===== src/rtl/prefix_adder_pkg.sv =====
// Shared types and helpers for the pipelined Kogge-Stone adder.
//   pg_t        : generate/propagate pair for one bit or one prefix group
//   pg_combine  : prefix operator, merging a higher group with the adjacent lower group
//   num_stages  : pipeline stages needed to cover clog2(width) prefix levels
package prefix_adder_pkg;

    typedef struct packed {
        logic g;
        logic p;
    } pg_t;

    // hi covers the more significant bits and lo the bits directly below them.
    function automatic pg_t pg_combine(input pg_t hi, input pg_t lo);
        pg_t r;
        r.g = hi.g | (hi.p & lo.g);
        r.p = hi.p & lo.p;
        return r;
    endfunction

    function automatic int num_stages(input int width, input int lvl_per_stg);
        return ($clog2(width) + lvl_per_stg - 1) / lvl_per_stg;
    endfunction

endpackage


===== src/rtl/prefix_level.sv =====
// One combinational Kogge-Stone level. Each bit combines with the bit SPAN
// positions below it. Bits with no partner in range pass through unchanged.
//   pg_in  : group g/p per bit entering this level
//   pg_out : group g/p per bit leaving this level
module prefix_level
    import prefix_adder_pkg::*;
#(
    parameter int WIDTH = 32,
    parameter int SPAN  = 1
) (
    input  pg_t [WIDTH-1:0] pg_in,
    output pg_t [WIDTH-1:0] pg_out
);

    for (genvar i = 0; i < WIDTH; i++) begin : g_bit
        if (i < SPAN) begin : g_pass
            assign pg_out[i] = pg_in[i];
        end else begin : g_comb
            assign pg_out[i] = pg_combine(pg_in[i], pg_in[i-SPAN]);
        end
    end

endmodule


===== src/rtl/pipelined_prefix_adder.sv =====
// Pipelined Kogge-Stone adder/subtractor with a valid/ready handshake.
// Stage 0 registers the bitwise g/p terms. Each later stage registers the
// result of LVL_PER_STG prefix levels. The final stage registers sum and flags.
//   clk, rst_n           : clock, asynchronous active-low reset
//   in_valid / in_ready  : operand handshake
//   in_a, in_b           : operands
//   in_cin               : carry-in, used in add mode only
//   in_sub               : 1 selects A - B, 0 selects A + B + cin
//   in_tag               : sideband value returned with the result
//   out_valid / out_ready: result handshake
//   out_sum              : sum or difference, modulo 2^WIDTH
//   out_cout             : carry out of the MSB (for subtraction, 1 = no borrow)
//   out_ovf              : signed overflow
//   out_zero             : out_sum == 0
//   out_tag              : tag of this result
module pipelined_prefix_adder
    import prefix_adder_pkg::*;
#(
    parameter int WIDTH       = 32,
    parameter int LVL_PER_STG = 2,
    parameter int TAG_W       = 4
) (
    input  logic             clk,
    input  logic             rst_n,
    input  logic             in_valid,
    output logic             in_ready,
    input  logic [WIDTH-1:0] in_a,
    input  logic [WIDTH-1:0] in_b,
    input  logic             in_cin,
    input  logic             in_sub,
    input  logic [TAG_W-1:0] in_tag,
    output logic             out_valid,
    input  logic             out_ready,
    output logic [WIDTH-1:0] out_sum,
    output logic             out_cout,
    output logic             out_ovf,
    output logic             out_zero,
    output logic [TAG_W-1:0] out_tag
);

    localparam int LOG2W = $clog2(WIDTH);
    localparam int NSTG  = num_stages(WIDTH, LVL_PER_STG);

    // vld[NSTG] is the output register's valid bit. vld[0..NSTG-1] belong to
    // the internal stages.
    logic [NSTG:0]    vld;
    logic [NSTG:0]    rdy;
    logic             rst_done;
    logic             accept;

    pg_t  [WIDTH-1:0] pg_r  [NSTG];
    logic [WIDTH-1:0] x_r   [NSTG];
    logic             c0_r  [NSTG];
    logic [TAG_W-1:0] tag_r [NSTG];

    logic [WIDTH-1:0] b_eff;
    logic [WIDTH-1:0] x_in;
    logic             c0_in;
    pg_t  [WIDTH-1:0] pg_in;

    // NOTE: every always_comb output is assigned first, so no path holds an
    // old value and no latch is inferred.
    always_comb begin
        b_eff = in_sub ? ~in_b : in_b;
        c0_in = in_sub | in_cin;
        x_in  = in_a ^ b_eff;
        for (int i = 0; i < WIDTH; i++) begin
            pg_in[i].g = in_a[i] & b_eff[i];
            pg_in[i].p = in_a[i] | b_eff[i];
        end
        // Fold the carry-in into bit 0. The prefix g terms then become the
        // true carry out of each bit.
        pg_in[0].g = pg_in[0].g | (pg_in[0].p & c0_in);
    end

    // A stage can accept data when it or any stage after it has room. This
    // OR-reduction is the unrolled form of rdy[k] = !vld[k] || rdy[k+1].
    for (genvar s = 0; s <= NSTG; s++) begin : g_rdy
        assign rdy[s] = out_ready || !(&vld[NSTG:s]);
    end

    assign in_ready  = rst_done && rdy[0];
    assign accept    = in_valid && in_ready;
    assign out_valid = vld[NSTG];

    // NOTE: sequential state uses non-blocking assignments only.
    always_ff @(posedge clk or negedge rst_n) begin
        if (!rst_n) begin
            vld      <= '0;
            rst_done <= 1'b0;
        end else begin
            rst_done <= 1'b1;
            if (rdy[0]) vld[0] <= accept;
            for (int s = 1; s <= NSTG; s++) begin
                if (rdy[s]) vld[s] <= vld[s-1];
            end
        end
    end

    // Prefix levels. The first level of each stage reads that stage's input
    // register. The other levels chain combinationally.
    pg_t [WIDTH-1:0] lvl_in  [LOG2W];
    pg_t [WIDTH-1:0] lvl_out [LOG2W];

    for (genvar k = 0; k < LOG2W; k++) begin : g_lvl
        if (k % LVL_PER_STG == 0) begin : g_head
            assign lvl_in[k] = pg_r[k / LVL_PER_STG];
        end else begin : g_chain
            assign lvl_in[k] = lvl_out[k-1];
        end
        prefix_level #(.WIDTH(WIDTH), .SPAN(1 << k)) u_level (
            .pg_in  (lvl_in[k]),
            .pg_out (lvl_out[k])
        );
    end

    pg_t [WIDTH-1:0] stg_pg [NSTG];
    assign stg_pg[0] = pg_in;
    for (genvar s = 1; s < NSTG; s++) begin : g_stg_in
        assign stg_pg[s] = lvl_out[s*LVL_PER_STG-1];
    end

    // NOTE: the internal datapath registers have no reset. Their valid bits
    // already mark them as empty, and leaving the reset off keeps the
    // enable-only flops small.
    always_ff @(posedge clk) begin
        if (accept) begin
            pg_r[0]  <= stg_pg[0];
            x_r[0]   <= x_in;
            c0_r[0]  <= c0_in;
            tag_r[0] <= in_tag;
        end
        for (int s = 1; s < NSTG; s++) begin
            if (rdy[s] && vld[s-1]) begin
                pg_r[s]  <= stg_pg[s];
                x_r[s]   <= x_r[s-1];
                c0_r[s]  <= c0_r[s-1];
                tag_r[s] <= tag_r[s-1];
            end
        end
    end

    logic [WIDTH-1:0] carry;
    logic [WIDTH-1:0] unused_p;
    logic [WIDTH-1:0] sum_nxt;

    for (genvar i = 0; i < WIDTH; i++) begin : g_carry
        assign carry[i]    = lvl_out[LOG2W-1][i].g;
        assign unused_p[i] = lvl_out[LOG2W-1][i].p;
    end

    assign sum_nxt = x_r[NSTG-1] ^ {carry[WIDTH-2:0], c0_r[NSTG-1]};

    // The output registers are reset so the outputs read 0 until the first result.
    always_ff @(posedge clk or negedge rst_n) begin
        if (!rst_n) begin
            out_sum  <= '0;
            out_cout <= 1'b0;
            out_ovf  <= 1'b0;
            out_zero <= 1'b0;
            out_tag  <= '0;
        end else if (rdy[NSTG] && vld[NSTG-1]) begin
            out_sum  <= sum_nxt;
            out_cout <= carry[WIDTH-1];
            out_ovf  <= carry[WIDTH-1] ^ carry[WIDTH-2];
            out_zero <= ~|sum_nxt;
            out_tag  <= tag_r[NSTG-1];
        end
    end

endmodule


===== config.mk =====
export PLATFORM = sky130hd
export DESIGN_NAME = pipelined_prefix_adder
export DESIGN_NICKNAME = d
export VERILOG_FILES = /design/src/rtl/prefix_adder_pkg.sv /design/src/rtl/prefix_level.sv /design/src/rtl/pipelined_prefix_adder.sv
export SDC_FILE = /design/constraint.sdc
export NUM_CORES = 1
export LEC_CHECK = 0
export ABC_AREA = 1
export CAP_MARGIN = 20
export CORE_MARGIN = 2
export CORE_UTILIZATION = 40
export DETAILED_ROUTE_END_ITERATION = 7
export GPL_TIMING_DRIVEN = 0
export PLACE_DENSITY = 0.64
export SYNTH_ARGS = -nofsm -noshare
export SYNTH_HDL_FRONTEND = slang
export SYNTH_SLANG_ARGS = --single-unit

===== constraint.sdc =====
create_clock -name clk -period 9.3 [get_ports clk]
set_clock_uncertainty 0.1 [all_clocks]
set_input_delay 1.86 -clock clk [delete_from_list [all_inputs] [get_ports clk]]
set_output_delay 1.86 -clock clk [all_outputs]
set_load 0.01 [all_outputs]

==> summary.txt <==
Pwr
  • Gate power share: 12.2%
  • Total power: 0.00355 W
  • Cell Int Power: roughly 0.0027 W
  • Clock power frac: a little under two fifths
  • Sw frac: 22.7%
  • Switch Pwr: 0.000808 W
  • Peak VDD IR: between 0.00009 and 0.0001 V
  • P_leak: 6.55 nW
  • Part of the power in registers: 51.1%
  • Pwr dens: 217 nW/um2

Logic synthesis
  • Synthesis-stage register bit count: 326
  • Library cells used by synthesis: 26
  • Post-synthesis sequential area ratio: 71.6%
  • Syn nets: 1189
  • Mapped cell area: 13400 um2
  • Yosys warnings: 0
  • Post-Syn Instances: 1051
  • Synthesized area per cell: 12.7 um2

Clocking
  • Clock Tree Buf Depth: 3
  • Clock-pin slew on the worst setup and hold paths: 0.06 ns
  • H-tree depth: 2
  • Postcts setup bufs: 0
  • CTS resizes: 0
  • Cts bufs inserted: 34
  • Worst skew pair latency: 0.50 ns
  • TritonCTS clock tree: yes
  • Sink Count: 326
  • CTS root buf: clkbuf_16
  • Hold buffers post-CTS: 0

Timing
  • RSZ-0062 raised after global routing: false
  • Final setup vio count: 0
  • Max Fclk: 177 MHz
  • Worst-Margin Slew: a little under 0.8 ns
  • Pins over their slew limit: 0
  • Slew headroom: 48.6%
  • Fin crit share: 60.6%
  • Final setup TNS: 0 ns
  • Final min period: approximately 5.6 ns
  • Endpoints failing hold: 0

Setup path
  • Critical Path End Type: output pin
  • Kind of critical path: primary input to output pin
  • Critical Path Fanout Max: 3
  • CP peak stage delay: 0.48 ns
  • Slowest stage cell, crit path: clkdlybuf4s50_1
  • Crit path launch type: primary input
  • Crit path max-delay family: buffers and inverters
  • Worst path required time: 7.34 ns
  • Arrival time at the worst endpoint: 3.68 ns
  • Bufs and invs on worst path: 5
  • CP cell instances: clkdlybuf4s50_1, inv_2, nand2_1, nor2_1, inv_1, nor2_2, inv_2, nor2_2, nor2_1, clkdlybuf4s50_1
  • R2r setup slk: 6.43 ns

Floorplan
  • Initial core utilization: 40.9%
  • Core ar.: approximately 33000 um2
  • Ports: 115
  • Die ar.: about 35000 um2
  • # rows: 66
  • DIE HEIGHT: 187 um
  • Chip width: 187 um

Global routing
  • First-pass GRT wire length: 40500 um
  • Gr ovfl total: 0
  • Largest net degree at the start of global routing: 36
  • GRT Resource Usage Total: between 10 and 15%
  • Vias in the first global route: roughly 7.5k
  • Initial antenna violation count: 1

Finish
  • Nets: approximately 1.3k
  • Area Growth Syn to Fin: 22.5%
  • Final core occ: 50.1%
  • Commonest cells after routing, fill and taps aside: edfxtp_1, nand2_1, inv_1, clkdlybuf4s50_1, nor2_1
  • Commonest non-fill, non-tap cell in the layout: edfxtp_1
  • Antenna Cells: 0
  • Layout cells sized above 1: about 6.5%

Drt
  • Via count: 7622
  • Drt drc: 0
  • Wirelength, routed: 25600 um
  • Antenna viol nets, final: 0
  • Detailed Routing Iterations Pass 1: 6
  • DR WL/cell: 15.3 um
  • DRT iter0 DRCs: 510
  • Vias per cell: approximately 4.6

Run
  • MaxCap Viol Count: 0

Run status
  • Status: finished clean

Placed design
  • DP HPWL: 19700 um
  • Port bufs: about 110
  • Placer Congestion: 0.865

Hold path
  • Hold crit path type: flop to flop
## power groups by stage
stage | sequential [W] | clock, W | combinational, W
floorplan | 0.00186 | 0 | 0.000176
global placement | 0.00186 | 0 | 0.000410
detailed placement | 0.00185 | 0 | 0.000438
CTS | 0.00182 | 0.00134 | 0.000439
global route | 0.00183 | 0.00140 | 0.000481
finish | 0.00182 | 0.00131 | 0.000432
## Yosys cell counts (all sizes together)
| master | number | area (um2) |
|---|---|---|
| o21bai | 4 | 30.0 |
| buf | 11 | 62.6 |
| edfxtp | 282 | 8470 |
| xor2 | 5 | 43.8 |
| nor3 | 9 | 45.0 |
| nand3 | 10 | 50.1 |
| conb | 1 | 3.75 |
| nand2 | 203 | 762 |
| xnor2 | 36 | 315 |
| o21ai | 54 | 270 |
| a31oi | 9 | 56.3 |
| dfrtp | 44 | 1100 |
| a21o | 2 | 15.0 |
| nand3b | 8 | 60.1 |
| a21oi | 58 | 302 |
| o31ai | 8 | 60.1 |
| o22ai | 1 | 6.26 |
| inv | 161 | 604 |
| o21a | 1 | 7.51 |
| ha | 64 | 801 |
| nor2 | 80 | 305 |
## per-stage QoR
step / instances / hold WS [ns] / worst slack [ns] / cell area (um2)
after floorplan: 1051 / 0.300 / 2.45 / 13400
after global placement: 1606 / 0.303 / 0.116 / 15100
after detailed placement: 1617 / 0.305 / 3.65 / 15300
after CTS: 1674 / 0.301 / 3.63 / 16400
after global routing: 1674 / 0.315 / 3.50 / 16400
final: 1674 / 0.308 / 3.66 / 16400
## registers in the layout (all words and copies together) (netlist names)
register	cells
pg_r	171
x_r	96
out_sum	32
tag_r	12
out_tag	4
vld	4
c0_r	3
out_cout	1
out_ovf	1
out_zero	1
rst_done	1
## worst paths after layout
check / start / endpoint / cells after the start
max: out_ready / in_ready / 10
min: x_r[0][26] / x_r[0][58] / 0
max reg2reg: vld[3] / pg_r[0][52] / 12
min reg2reg: x_r[0][26] / x_r[0][58] / 0
max in group asynchronous: rst_n / out_sum[15] / 2
min in group asynchronous: rst_n / out_sum[9] / 1
## routing by layer
layer | vias to the layer above | part of all wire, % | track usage [%]
li1 | 3847 | - | -
met1 | 3541 | 46 | 20.6
met2 | 207 | 47 | 24.0
met3 | 27 | 5.6 | 3.00
met4 | 0 | 1.6 | 4.37
met5 | - | 0 | 0
## worst register-to-register path, stage by stage, from the launching register on
cell and delay [ns]:
dfrtp_1 0.42, nand2_1 0.10, nor2_1 0.08, inv_1 0.09
nor2_2 0.06, inv_2 0.07, nor2_2 0.05, nor3_4 0.59
buf_16 0.24, buf_16 0.18, buf_16 0.18, buf_8 0.18
buf_8 0.21
## final cells by class
class | count | area [um2]
repair buffers | 124 | 1360
multi-input cells | 553 | 3160
clock buffers | 45 | 933
well taps | 442 | 553
plain buffers | 11 | 62.6
inverters | 161 | 604
flip-flops and latches | 326 | 9570
fillers | 2829 | 16300
clock inverters | 12 | 141
## kinds of logic after synthesis
logic type | synth area share (%)
buf+inv | 4.99
other cells | 0.0280
flops | 71.6
xor+xnor | 2.69
simple gates | 9.14
compound gates | 5.59
fa+ha+maj | 5.99
Note: power is estimated with default switching activity, not from simulation.
